==> config.mk <==
export PLATFORM = sky130hd
export DESIGN_NAME = nvram_uploader
export DESIGN_NICKNAME = d
export VERILOG_FILES = /design/src/rtl/nvram_uploader.sv
export SDC_FILE = /design/constraint.sdc
export NUM_CORES = 1
export LEC_CHECK = 0
export BUFFER_PORTS_ARGS = -buffer_cell sky130_fd_sc_hd__buf_2
export CORE_MARGIN = 2
export CORE_UTILIZATION = 49
export CTS_CLUSTER_SIZE = 10
export DETAILED_ROUTE_END_ITERATION = 7
export HOLD_SLACK_MARGIN = 0.06
export PLACE_DENSITY_LB_ADDON = 0.2
export SLEW_MARGIN = 10
export SYNTH_ARGS = -nofsm -noshare
export SYNTH_HDL_FRONTEND = slang
export SYNTH_SLANG_ARGS = --single-unit
export TNS_END_PERCENT = 10
==> constraint.sdc <==
create_clock -name clk_sys -period 2.4 [get_ports clk_sys]
set_input_delay 0.36 -clock clk_sys [delete_from_list [all_inputs] [get_ports clk_sys]]
set_output_delay 0.36 -clock clk_sys [all_outputs]
set_load 0.02 [all_outputs]
==> src/rtl/nvram_uploader.sv <==
// NVRAM uploader: serves HPS upload reads from a byte RAM while the core CPU is paused.
// Optional running checksum of delivered bytes is enabled with `define UPLOAD_CHECKSUM_EN.
module nvram_uploader #(
  parameter logic [7:0]  INDEX         = 8'd4,
  parameter int          ADDR_W        = 11,
  parameter logic [15:0] PAUSE_TIMEOUT = 16'hFFFF
) (
  input  logic              clk_sys,
  input  logic              reset_n,
  input  logic              ioctl_upload,
  input  logic [7:0]        ioctl_index,
  input  logic              ioctl_rd,
  input  logic [24:0]       ioctl_addr,
  output logic [7:0]        ioctl_din,
  output logic              ioctl_wait,
  output logic [ADDR_W-1:0] ram_addr,
  output logic              ram_rd,
  input  logic [7:0]        ram_dout,
  output logic              pause_req,
  input  logic              pause_ack,
  output logic              busy,
  output logic              timeout,
  output logic [7:0]        checksum
);

  typedef enum logic [2:0] {IDLE, PAUSE, READY, FETCH, CAPTURE} state_t;

  state_t      state, state_nx;
  logic        session, sess_q;
  logic [15:0] pause_cnt;
  logic        pend_q, pend_nx, pend_oor_q;
  logic        rd_in_range, eff_pend, eff_oor;
  logic        start, req_take, din_load, set_timeout;
  logic [7:0]  din_nx;

  assign session     = ioctl_upload && (ioctl_index == INDEX);
  assign rd_in_range = (ioctl_addr >> ADDR_W) == 25'd0;

  // A request arriving on the same cycle PAUSE is left counts as the pending one.
  assign eff_pend = pend_q || ioctl_rd;
  assign eff_oor  = pend_q ? pend_oor_q : !rd_in_range;

  assign busy       = (state != IDLE);
  assign pause_req  = busy;
  assign ioctl_wait = (state == PAUSE) || (state == FETCH) || (state == CAPTURE);
  assign ram_rd     = (state == FETCH);

  // NOTE: every signal gets a default before the case so no path leaves it unassigned and a latch is never inferred.
  always_comb begin
    state_nx    = state;
    pend_nx     = pend_q;
    start       = 1'b0;
    req_take    = 1'b0;
    din_load    = 1'b0;
    din_nx      = ioctl_din;
    set_timeout = 1'b0;
    if (state != IDLE && !session) begin
      state_nx = IDLE;
      pend_nx  = 1'b0;
    end else begin
      unique case (state)
        IDLE: begin
          if (session && !sess_q) begin
            state_nx = PAUSE;
            start    = 1'b1;
            req_take = ioctl_rd;
            pend_nx  = ioctl_rd;
          end
        end
        PAUSE: begin
          if (!pend_q && ioctl_rd) begin
            req_take = 1'b1;
            pend_nx  = 1'b1;
          end
          if (pause_ack || pause_cnt == PAUSE_TIMEOUT - 16'd1) begin
            set_timeout = !pause_ack;
            pend_nx     = 1'b0;
            if (eff_pend && !eff_oor) begin
              state_nx = FETCH;
            end else begin
              state_nx = READY;
              if (eff_pend) begin
                din_load = 1'b1;
                din_nx   = 8'hFF;
              end
            end
          end
        end
        READY: begin
          if (ioctl_rd) begin
            if (rd_in_range) begin
              req_take = 1'b1;
              state_nx = FETCH;
            end else begin
              din_load = 1'b1;
              din_nx   = 8'hFF;
            end
          end
        end
        FETCH:   state_nx = CAPTURE;
        CAPTURE: begin
          din_load = 1'b1;
          din_nx   = ram_dout;
          state_nx = READY;
        end
        default: state_nx = IDLE;
      endcase
    end
  end

  // NOTE: registers use non-blocking assignments so every flop samples pre-edge values regardless of statement order.
  always_ff @(posedge clk_sys or negedge reset_n) begin
    if (!reset_n) begin
      state      <= IDLE;
      // NOTE: resets to 1 so a session already active when reset is released needs a fresh rising edge.
      sess_q     <= 1'b1;
      pause_cnt  <= 16'd0;
      pend_q     <= 1'b0;
      pend_oor_q <= 1'b0;
      ram_addr   <= '0;
      ioctl_din  <= 8'd0;
      timeout    <= 1'b0;
    end else begin
      state  <= state_nx;
      sess_q <= session;
      pend_q <= pend_nx;
      if (start)              pause_cnt <= 16'd0;
      else if (state == PAUSE) pause_cnt <= pause_cnt + 16'd1;
      if (req_take) begin
        ram_addr   <= ioctl_addr[ADDR_W-1:0];
        pend_oor_q <= !rd_in_range;
      end
      if (din_load)         ioctl_din <= din_nx;
      if (start)            timeout   <= 1'b0;
      else if (set_timeout) timeout   <= 1'b1;
    end
  end

`ifdef UPLOAD_CHECKSUM_EN
  logic [7:0] sum_q;

  always_ff @(posedge clk_sys or negedge reset_n) begin
    if (!reset_n)      sum_q <= 8'd0;
    else if (start)    sum_q <= 8'd0;
    else if (din_load) sum_q <= sum_q + din_nx;
  end

  assign checksum = sum_q;
`else
  assign checksum = 8'd0;
`endif

endmodule

======== Yosys cells after proc, flatten, opt, wreduce, memory -nomap -nowiden ========
Index checks and enable logic that the tools add are counted.
word-level totals
  register bits ........................... 42
  latch bits .............................. 0
  bits in writable memories ............... 0
  memory bits (read-only) ................. 0
  input port bits ......................... 46
  output and inout port bits .............. 32
  word-level logic and storage cells ...... 93
  memories kept ........................... 0
cells by class
  $add $sub $neg .......................... 1
  multiply operators ...................... 0
  divide/modulo/power cells ............... 0
  magnitude comparators ................... 0
  eq/ne operators ......................... 16
  shift-type cells ........................ 0
  mux-type cells .......................... 42
  bitwise gates (word level) .............. 1
  reductions and logical operators ........ 25
operators by type and width
  cell                                                 count
  two-way mux 8 bit                                    5
  two-way mux 16 bit                                   2
  logical NOT 25 bit                                   1
  two-way mux 1 bit                                    25
  case mux 8 bit (3 select lines)                      1
  adder 16 x 1 -> 16 bit, second input constant        1
  equality test 16 bit, second input constant          1
  two-way mux 3 bit                                    5
  case mux 3 bit (5 select lines)                      1
  != test 3 bit, second input constant                 4
  != test 2 bit, second input constant                 5
  nonzero test 3 bit                                   3
  equality test 8 x 3 -> 1 bit, second input constant  1
  AND reduction 8 bit                                  1
  equality test 3 x 2 -> 1 bit, second input constant  2
  logical NOT 1 bit                                    6
  case mux 1 bit (3 select lines)                      2
  logical AND 1 bit                                    5
  logical OR 1 bit                                     4
  != test 4 bit, second input constant                 1
  AND reduction 4 bit                                  1
  nonzero test 2 bit                                   2
  equality test 3 x 1 -> 1 bit, second input constant  1
  equality test 3 bit, second input constant           1
  other kinds (4)                                      4

======== Longest topological paths before layout ========
Gate-level depths: netlist of the first run.
  depth in word-level cells ............... 10
  mapped depth ............................ 7
  gate-level depth less buffers ........... 7

======== Least setup slack after synthesis of the first run ========
No wires, ideal clock.
  path kind ............................... input -> register
  start point ............................. in ioctl_index[5]
  end point ............................... reg ioctl_din[0]
  library setup time ...................... 125 ps
  arrival time ............................ 1789 ps
  required time ........................... 2275 ps
  path slack .............................. 486 ps
  cell stages on the path ................. 4
  path buffers ............................ 0
  cell sequence ........................... nor4b_2 nand3_1 nor4_4 mux2_2
on the way
  longest elaborated chain between the ends .. 6
  elaborated cells between the ends (all ways) .. 7
  those cells by class .................... eq/ne: 1; mux: 1; bitwise: 1; reduce/logical: 4
RTL lines
  what                                            RTL line  text
  start, declared                                 11        input logic [7:0] ioctl_index,
  equality test 8 x 3 -> 1 bit *                  36        assign session = ioctl_upload && (ioctl_index == INDEX);
  logical AND 1 bit *                             36
  logical NOT 1 bit *                             57        if (state != IDLE && !session) begin
  logical AND 1 bit *                             57
  two-way mux 1 bit or NOT 1 bit (tied branches)  -
  AND reduction 8 bit (no source line) *          -
  end signal, assigned                            133       if (din_load) ioctl_din <= din_nx;
  end, declared                                   14        output logic [7:0] ioctl_din,
Every way passes the cells marked *; elsewhere a longest branch is shown, timed or not.
A chain may end at the register's enable or synchronous reset.

======== Final worst setup path of the first run ========
  start point ............................. reg pause_cnt[3]
  end point ............................... reg ioctl_din[6]
on the way
  longest elaborated chain between the ends .. 6
  elaborated cells between the ends (all ways) .. 7
  those cells by class .................... eq/ne: 2; mux: 3; reduce/logical: 2
RTL lines
  what                                    RTL line  text
  start, declared                         30        logic [15:0] pause_cnt;
  start signal, assigned                  128       else if (state == PAUSE) pause_cnt <= pause_cnt + 16'd1;
  equality test 16 bit *                  75        if (pause_ack || pause_cnt == PAUSE_TIMEOUT - 16'd1) begin
  logical OR 1 bit *                      75
  two-way mux 1 bit                       75
  case mux 1 bit (3 select lines)         61        unique case (state)
  two-way mux 1 bit                       57
  AND reduction 8 bit (no source line) *  -
Marked as above.

==> summary.md, run 1 <==
| Metric | Value |
|---|---|
| Length of the first detailed-routing pass in iterations | `4` |
| Initial antenna violation count | `0` |
| Nets@finish | `330` |
| Syn Inst Count | `209` |
| Area Growth Syn to Fin | `21.1%` |
| Clock Power Share | `28.8%` |
| Number of gates resized after CTS | `0` |
| Effective utilization at floorplan | `50.6%` |
| Seq/Total Area, Yosys | `48.1%` |
| Hold WC Path Type | `in -> async` |
| Layout Utilization | `61.3%` |
| Die area | `5020 µm²` |
| Number of max-cap violations | `0` |
| Final ANT Viol Nets | `0` |
| Final setup viols | `0` |
| Multi-input logic area | `1050 µm²` |
| Fin Clk Skew | `6.93 ps` |
| Switching Share | `approximately 29%` |
| Synthesized area | `roughly 2200 µm²` |
| Critical Path RT | `around 2600 ps` |
| Final cycle utilization of the critical path | `88.7%` |
| I/O Pins | `78` |
| Synth cell types | `41` |
| CP endpoint kind | `flip-flop` |
| Final Max Slew Viols | `0` |
| CP Max Fanout | `8` |
| Post-DP HPWL | `3240 µm` |
| CTS Hold Bufs | `0` |
| Register area | `between 1000 and 1500 µm²` |
| CTS tree | `yes` |
| Max IR drop VDD | `between 0.4 and 0.5 mV` |
| Vias in the first global route | `1715` |
| Grt ovf | `0` |
| Syn Area/Cell | `10.5 µm²` |
| Status | `finished, final reports clean` |
| Flops & latches, synth | `42` |
| Yosys warnings | `0` |
| Placed cell area | `2570 µm²` |
| Largest net degree at the start of global routing | `43` |
| Post-CTS Setup Inserts | `0` |
| Gr usage total | `17.9%` |
| Setup crit start | `pause_cnt[3]` |
| Clk slew on worst S/H paths | `70 ps` |
| Vias | `roughly 1700` |
| Area contributors post-synth | `dfrtp_1 (47%), mux2_2 (10%), nor2_1 (4.6%)` |
| FP Rows | `24` |
| Cts bufs inserted | `5` |
| Async S/R FF share, synth | `100%` |
| Deepest clock path buffer count | `2` |
| NetSw | `~0.00044 W` |
| Yosys top cell area share | `46.9%` |
| Initial DRC Count | `62` |
| Setup CP Type | `reg -> reg` |
| Port Buf Inserts | `69` |
| Clock period minus worst slack | `2130 ps` |
| Chip Height | `a little over 70 µm` |
| Final wirelength | `4340 µm` |
| WP data arrival | `2320 ps` |
| CORE AREA | `4320 µm²` |
| First-pass GRT wire length | `7220 µm` |
| Root Buffer Master | `clkbuf_8` |
| Final Wtd Congestion | `0.838` |
| Area leader, netlist | `dfrtp_1` |
| Final hold viol count | `0` |
| Final Instance Area | `between 2000 and 3000 µm²` |
| Drt via density | `4.99` |
| Die X-Extent | `70.8 µm` |
| Ys flop type | `dfrtp_1` |
| Comb pwr share | `approximately 17%` |
| Reg2Reg Launch Point | `pause_cnt[3]` |
| Fill cells | `364` |
| Startpoint class of the critical path | `flip-flop` |
| Clk_lat worst skew | `300 ps` |
| RSZ-0062 raised after global routing | `false` |
| Layout cell share with drive strength beyond 1 | `38.9%` |
| Slew Limit Headroom | `39.6%` |
| Post-synth EDFFs | `0` |
| DRC violations left | `0` |
| Wirelength per Cell | `~13 µm` |
| Antenna diodes | `0` |
| CTS sink cnt | `42` |
| Actual slew at the worst max-slew pin | `906 ps` |
| Part of the power in registers | `54.5%` |
| Highest Clock Rate | `470 MHz` |
| Internal Power | `0.00108 W` |
| Hold Slack | `187 ps` |
| Setup TNS | `0 ps` |
| H-tree depth | `2` |
| Pwr Density | `573 nW/µm²` |
| Leakage | `1.27 nW` |
synth_stat cells (2+ instances only):
library cell and n:
and2_1 3, xor2_1 9, nor3_2 3, nor3b_1 3, inv_1 5, nand2_1 11, a211oi_1 3, dfrtp_1 41
a21oi_1 7, nor2b_1 3, xnor2_1 5, nor4_1 5, nand3_1 4, nand2b_1 11, mux2_2 20, ha_1 2
nor3_1 5, clkbuf_1 3, or3_1 2, nand4_1 7, nor2_1 27, buf_4 9, buf_2 3
per-stage QoR:
stage               std cells  setup slack (ps)  total power [W]
floorplan                 216               486          0.00100
global placement          327               280          0.00109
detailed placement        327               285          0.00110
CTS                       335               280          0.00154
global route              335               112          0.00160
finish                    335               271          0.00152
routing by layer:
layer,GRT usage (%),vias to the layer above,share of wire (%)
li1,-,851,-
met1,21.3,782,45
met2,30.4,34,48
met3,5.13,5,5.2
met4,7.76,0,1.1
met5,0,-,0
final cells by class:
class                   instances  share of cell area, %
clock buffers                   6                   2.74
inverters                       5                  0.708
multi-input cells             154                   39.6
repair buffers                 74                   14.4
clock inverters                 2                  0.377
well taps                      52                   2.45
flip-flops and latches         42                   39.7
final timing paths:
path / to / cells after the start / slack, ps
worst max-delay path: ioctl_din[6] / 5 / 270
worst min-delay path: pause_cnt[4] / 1 / 190
worst max register to register: ioctl_din[6] / 5 / 270
worst min register to register: pend_oor_q / 1 / 500
max in group asynchronous: pause_cnt[15] / 1 / 1650
min in group clk_sys: ram_addr[5] / 2 / 280
cell usage in the layout (no fill, tap or decap), types with 5 or more instances in the layout:
cell type	n
buf_4	5
dfrtp_1	41
nor2_1	27
buf_2	69
clkbuf_8	5
mux2_2	20
nand4_1	7
nand2_1	11
conb_1	8
xnor2_1	5
nor3_1	5
a21oi_1	7
inv_1	5
xor2_1	9
nor4_1	5
nand2b_1	11
flip-flops by register name, indices dropped and copies added, names as in the netlist:
register / flops
pend_q: 1
pend_oor_q: 1
pause_cnt: 16
sess_q: 1
timeout: 1
state: 3
ram_addr: 11
ioctl_din: 8
worst max-delay path, stage by stage (launching register included):
cell     delay (ps)
dfrtp_1         460
nand4_4         160
nor4_2          430
nor3_2          140
nor4_4          430
mux2_2          400
logic make-up (layout without fill, tap and decap cells):
family	after synthesis	in the layout	share of synthesized area [%]
XOR/XNOR	14	14	5.60
flip-flops	42	42	48.1
AO/OA/AOI/OAI	16	16	4.40
adder cells (fa/ha/maj)	2	2	1.14
buffers and inverters	20	87	5.14
AND/OR/NAND/NOR	94	94	25.2
multiplexers	20	20	10.3
other	1	8	0.171
power groups by stage:
stage          Combinational (W)  Clock (W)  Sequential, W
4_1_cts                 0.000257   0.000454       0.000829
2_1_floorplan           0.000152          0       0.000853
6_report                0.000254   0.000439       0.000829
3_5_place_dp            0.000255          0       0.000844
5_1_grt                 0.000282   0.000478       0.000838
3_3_place_gp            0.000250          0       0.000840
Note: power is estimated with default switching activity, not from simulation.
==> run 2, diff against run 1 <==
--- a/config.mk
+++ b/config.mk
@@ -6,12 +6,14 @@
 export NUM_CORES = 1
 export LEC_CHECK = 0
 export BUFFER_PORTS_ARGS = -buffer_cell sky130_fd_sc_hd__buf_2
+export CELL_PAD_IN_SITES_DETAIL_PLACEMENT = 1
+export CELL_PAD_IN_SITES_GLOBAL_PLACEMENT = 1
 export CORE_MARGIN = 2
-export CORE_UTILIZATION = 49
+export CORE_UTILIZATION = 37
 export CTS_CLUSTER_SIZE = 10
 export DETAILED_ROUTE_END_ITERATION = 7
 export HOLD_SLACK_MARGIN = 0.06
-export PLACE_DENSITY_LB_ADDON = 0.2
+export PLACE_DENSITY = 0.77
 export SLEW_MARGIN = 10
 export SYNTH_ARGS = -nofsm -noshare
 export SYNTH_HDL_FRONTEND = slang
==> run 2 against run 1 <==
- utilization is 14 points lower
- non-clock buffer count increased by 4
- sequential share of layout area decreased by 1.4 points
- first-iteration DRC count is 6.5% higher
- critical path type unchanged
- largest cell class unchanged
- highest routed layer unchanged
==> summary.md, run 2 (synthesis results as in run 1) <==
| Metric | Value |
|---|---|
| CP endpoint kind | `flip-flop` |
| Clk_lat worst skew | `300 ps` |
| I/O Pins | `78` |
| Die X-Extent | `just over 80 µm` |
| Reg2Reg Setup Slack | `230 ps` |
| Length of the first detailed-routing pass in iterations | `4` |
| CTS sink cnt | `42` |
| RSZ-0062 raised after global routing | `false` |
| Final Wtd Congestion | `0.814` |
| Critical-path top delay cell | `dfrtp_1` |
| Initial antenna violation count | `0` |
| Post-DP HPWL | `4070 µm` |
| CORE AREA | `~5800 µm²` |
| Deepest clock path buffer count | `2` |
| Startpoint class of the critical path | `flip-flop` |
| Critical Path RT | `2600 ps` |
| Biggest regs | `pause_cnt (16), ram_addr (11), ioctl_din (8)` |
| Most common cell after layout, fill and taps aside | `buf_2` |
| CP Max Fanout | `8` |
| Final wirelength | `5200 µm` |
| Actual slew at the worst max-slew pin | `561 ps` |
| Register area | `1050 µm²` |
| Cts bufs inserted | `5` |
| Setup CP Type | `reg -> reg` |
| Setup WS pre-CTS | `just over 200 ps` |
| Wirelength per Cell | `14.4 µm` |
| Fill cells | `approximately 710` |
| Vias in the first global route | `1855` |
| Max IR drop VDD | `0.308 mV` |
| H-tree depth | `2` |
| Fin worst setup slack | `227 ps` |
| Clock period minus worst slack | `2170 ps` |
| Antenna diodes | `0` |
| Port Buf Inserts | `69` |
| DRC violations left | `0` |
| Reg with most FFs | `pause_cnt` |
| Multi-input logic area | `about 1100 µm²` |
| First-pass GRT wire length | `about 8700 µm` |
| Layout Utilization | `47.3%` |
| Vias | `approximately 1800` |
| Gr usage total | `between 10% and 20%` |
| Pwr Density | `~600 nW/µm²` |
| Area Growth Syn to Fin | `25.5%` |
| CTS tree | `yes` |
| Slew Limit Headroom | `approximately 62%` |
| Hold WC Path Type | `in -> reg` |
| Drt via density | `between 4 and 5` |
| Grt ovf | `0` |
| Flip-flop count of the largest register after layout | `16` |
| Largest net degree at the start of global routing | `31` |
| Initial DRC Count | `66` |
| WP data arrival | `2370 ps` |
| Final setup viols | `0` |
| Highest Clock Rate | `460 MHz` |
| Nets@finish | `around 330` |
| CP cell instances | `nand4_4, nor4_2, nor3_2, buf_4, nor4_4, mux2_2` |
| Final cycle utilization of the critical path | `90.5%` |
| Clk slew on worst S/H paths | `90 ps` |
| Number of gates resized after CTS | `0` |
| Leakage | `1.30 nW` |
| Post-CTS Setup Inserts | `0` |
| Fin Clk Skew | `7.23 ps` |
| Inst Count DP | `353` |
| Die area | `6550 µm²` |
| Chip Height | `80.9 µm` |
| Status | `finished, final reports clean` |
| Final Instance Count excl. Fillers | `362` |
| Layout cell share with drive strength beyond 1 | `39.7%` |
| Number of max-cap violations | `0` |
| Final hold viol count | `0` |
| CTS Hold Bufs | `1` |
| CP peak stage delay | `470 ps` |
| Effective utilization at floorplan | `37.7%` |
| Final ANT Viol Nets | `0` |
| Most frequent cells in the layout | `buf_2 (69), dfrtp_1 (41), nor2_1 (27)` |
| Root Buffer Master | `clkbuf_8` |
| Final Max Slew Viols | `0` |
| FP Rows | `28` |
| Setup TNS | `0 ps` |
==> run 2: changes by cell type in the layout (fill, tap and decap cells not counted), sizes merged <==
cell,before,now
bufinv,0,1
dlygate4sd3,0,1
buf,74,77
inv,5,6
clkinvlp,0,1
clkbuf,6,5
clkinv,2,0
==> run 2: area by class of cell <==
| cell class | count | share of cell area, % |
|---|---|---|
| clock buffers | 5 | 2.50 |
| clock inverters | 3 | 1.78 |
| inverters | 5 | 0.683 |
| multi-input cells | 154 | 38.2 |
| flip-flops and latches | 42 | 38.3 |
| well taps | 75 | 3.41 |
| repair buffers | 78 | 15.1 |
==> run 2: worst paths after layout <==
check / end / startpoint / cells past startpoint
min in group asynchronous: pause_cnt[11] / reset_n / 2
setup / recovery: ioctl_din[5] / pause_cnt[3] / 6
hold reg to reg: ram_addr[9] / ram_addr[9] / 1
max in group asynchronous: sess_q / reset_n / 3
hold / removal: ram_addr[2] / ioctl_addr[2] / 2
setup reg to reg: ioctl_din[5] / pause_cnt[3] / 6
==> run 2: through the flow <==
step	total power [W]	cell area [µm²]	hold WS, ps
final	0.00168	2750	280
after global routing	0.00178	2750	272
after CTS	0.00171	2750	267
after detailed placement	0.00111	2620	269
after global placement	0.00109	2620	269
after floorplan	0.00100	2220	64.4
==> run 2: critical path, delay by kind of cell, from the launching register on <==
kind	cells	cell delay [ps]
buffers and inverters	1	160
multiplexers	1	400
flip-flops	1	470
AND/OR/NAND/NOR	4	1030
==> run 2: metal layers <==
| metal | track usage (%) | wire [µm] | part of all wire (%) | vias up |
|---|---|---|---|---|
| met1 | 21.7 | 2310 | 44 | 865 |
| met5 | 0 | 0 | 0 | - |
| met2 | 29.7 | 2580 | 50 | 39 |
| li1 | - | - | - | 859 |
| met3 | 4.56 | 245 | 4.7 | 6 |
| met4 | 5.08 | 64 | 1.2 | 0 |
==> run 2: power by group <==
group	leakage, nW	internal (W)	total [W]	switching, W
Clock	0.0563	0.000317	0.000586	0.000269
Sequential	0.498	0.000769	0.000831	0.0000624
Combinational	0.744	0.000115	0.000262	0.000147
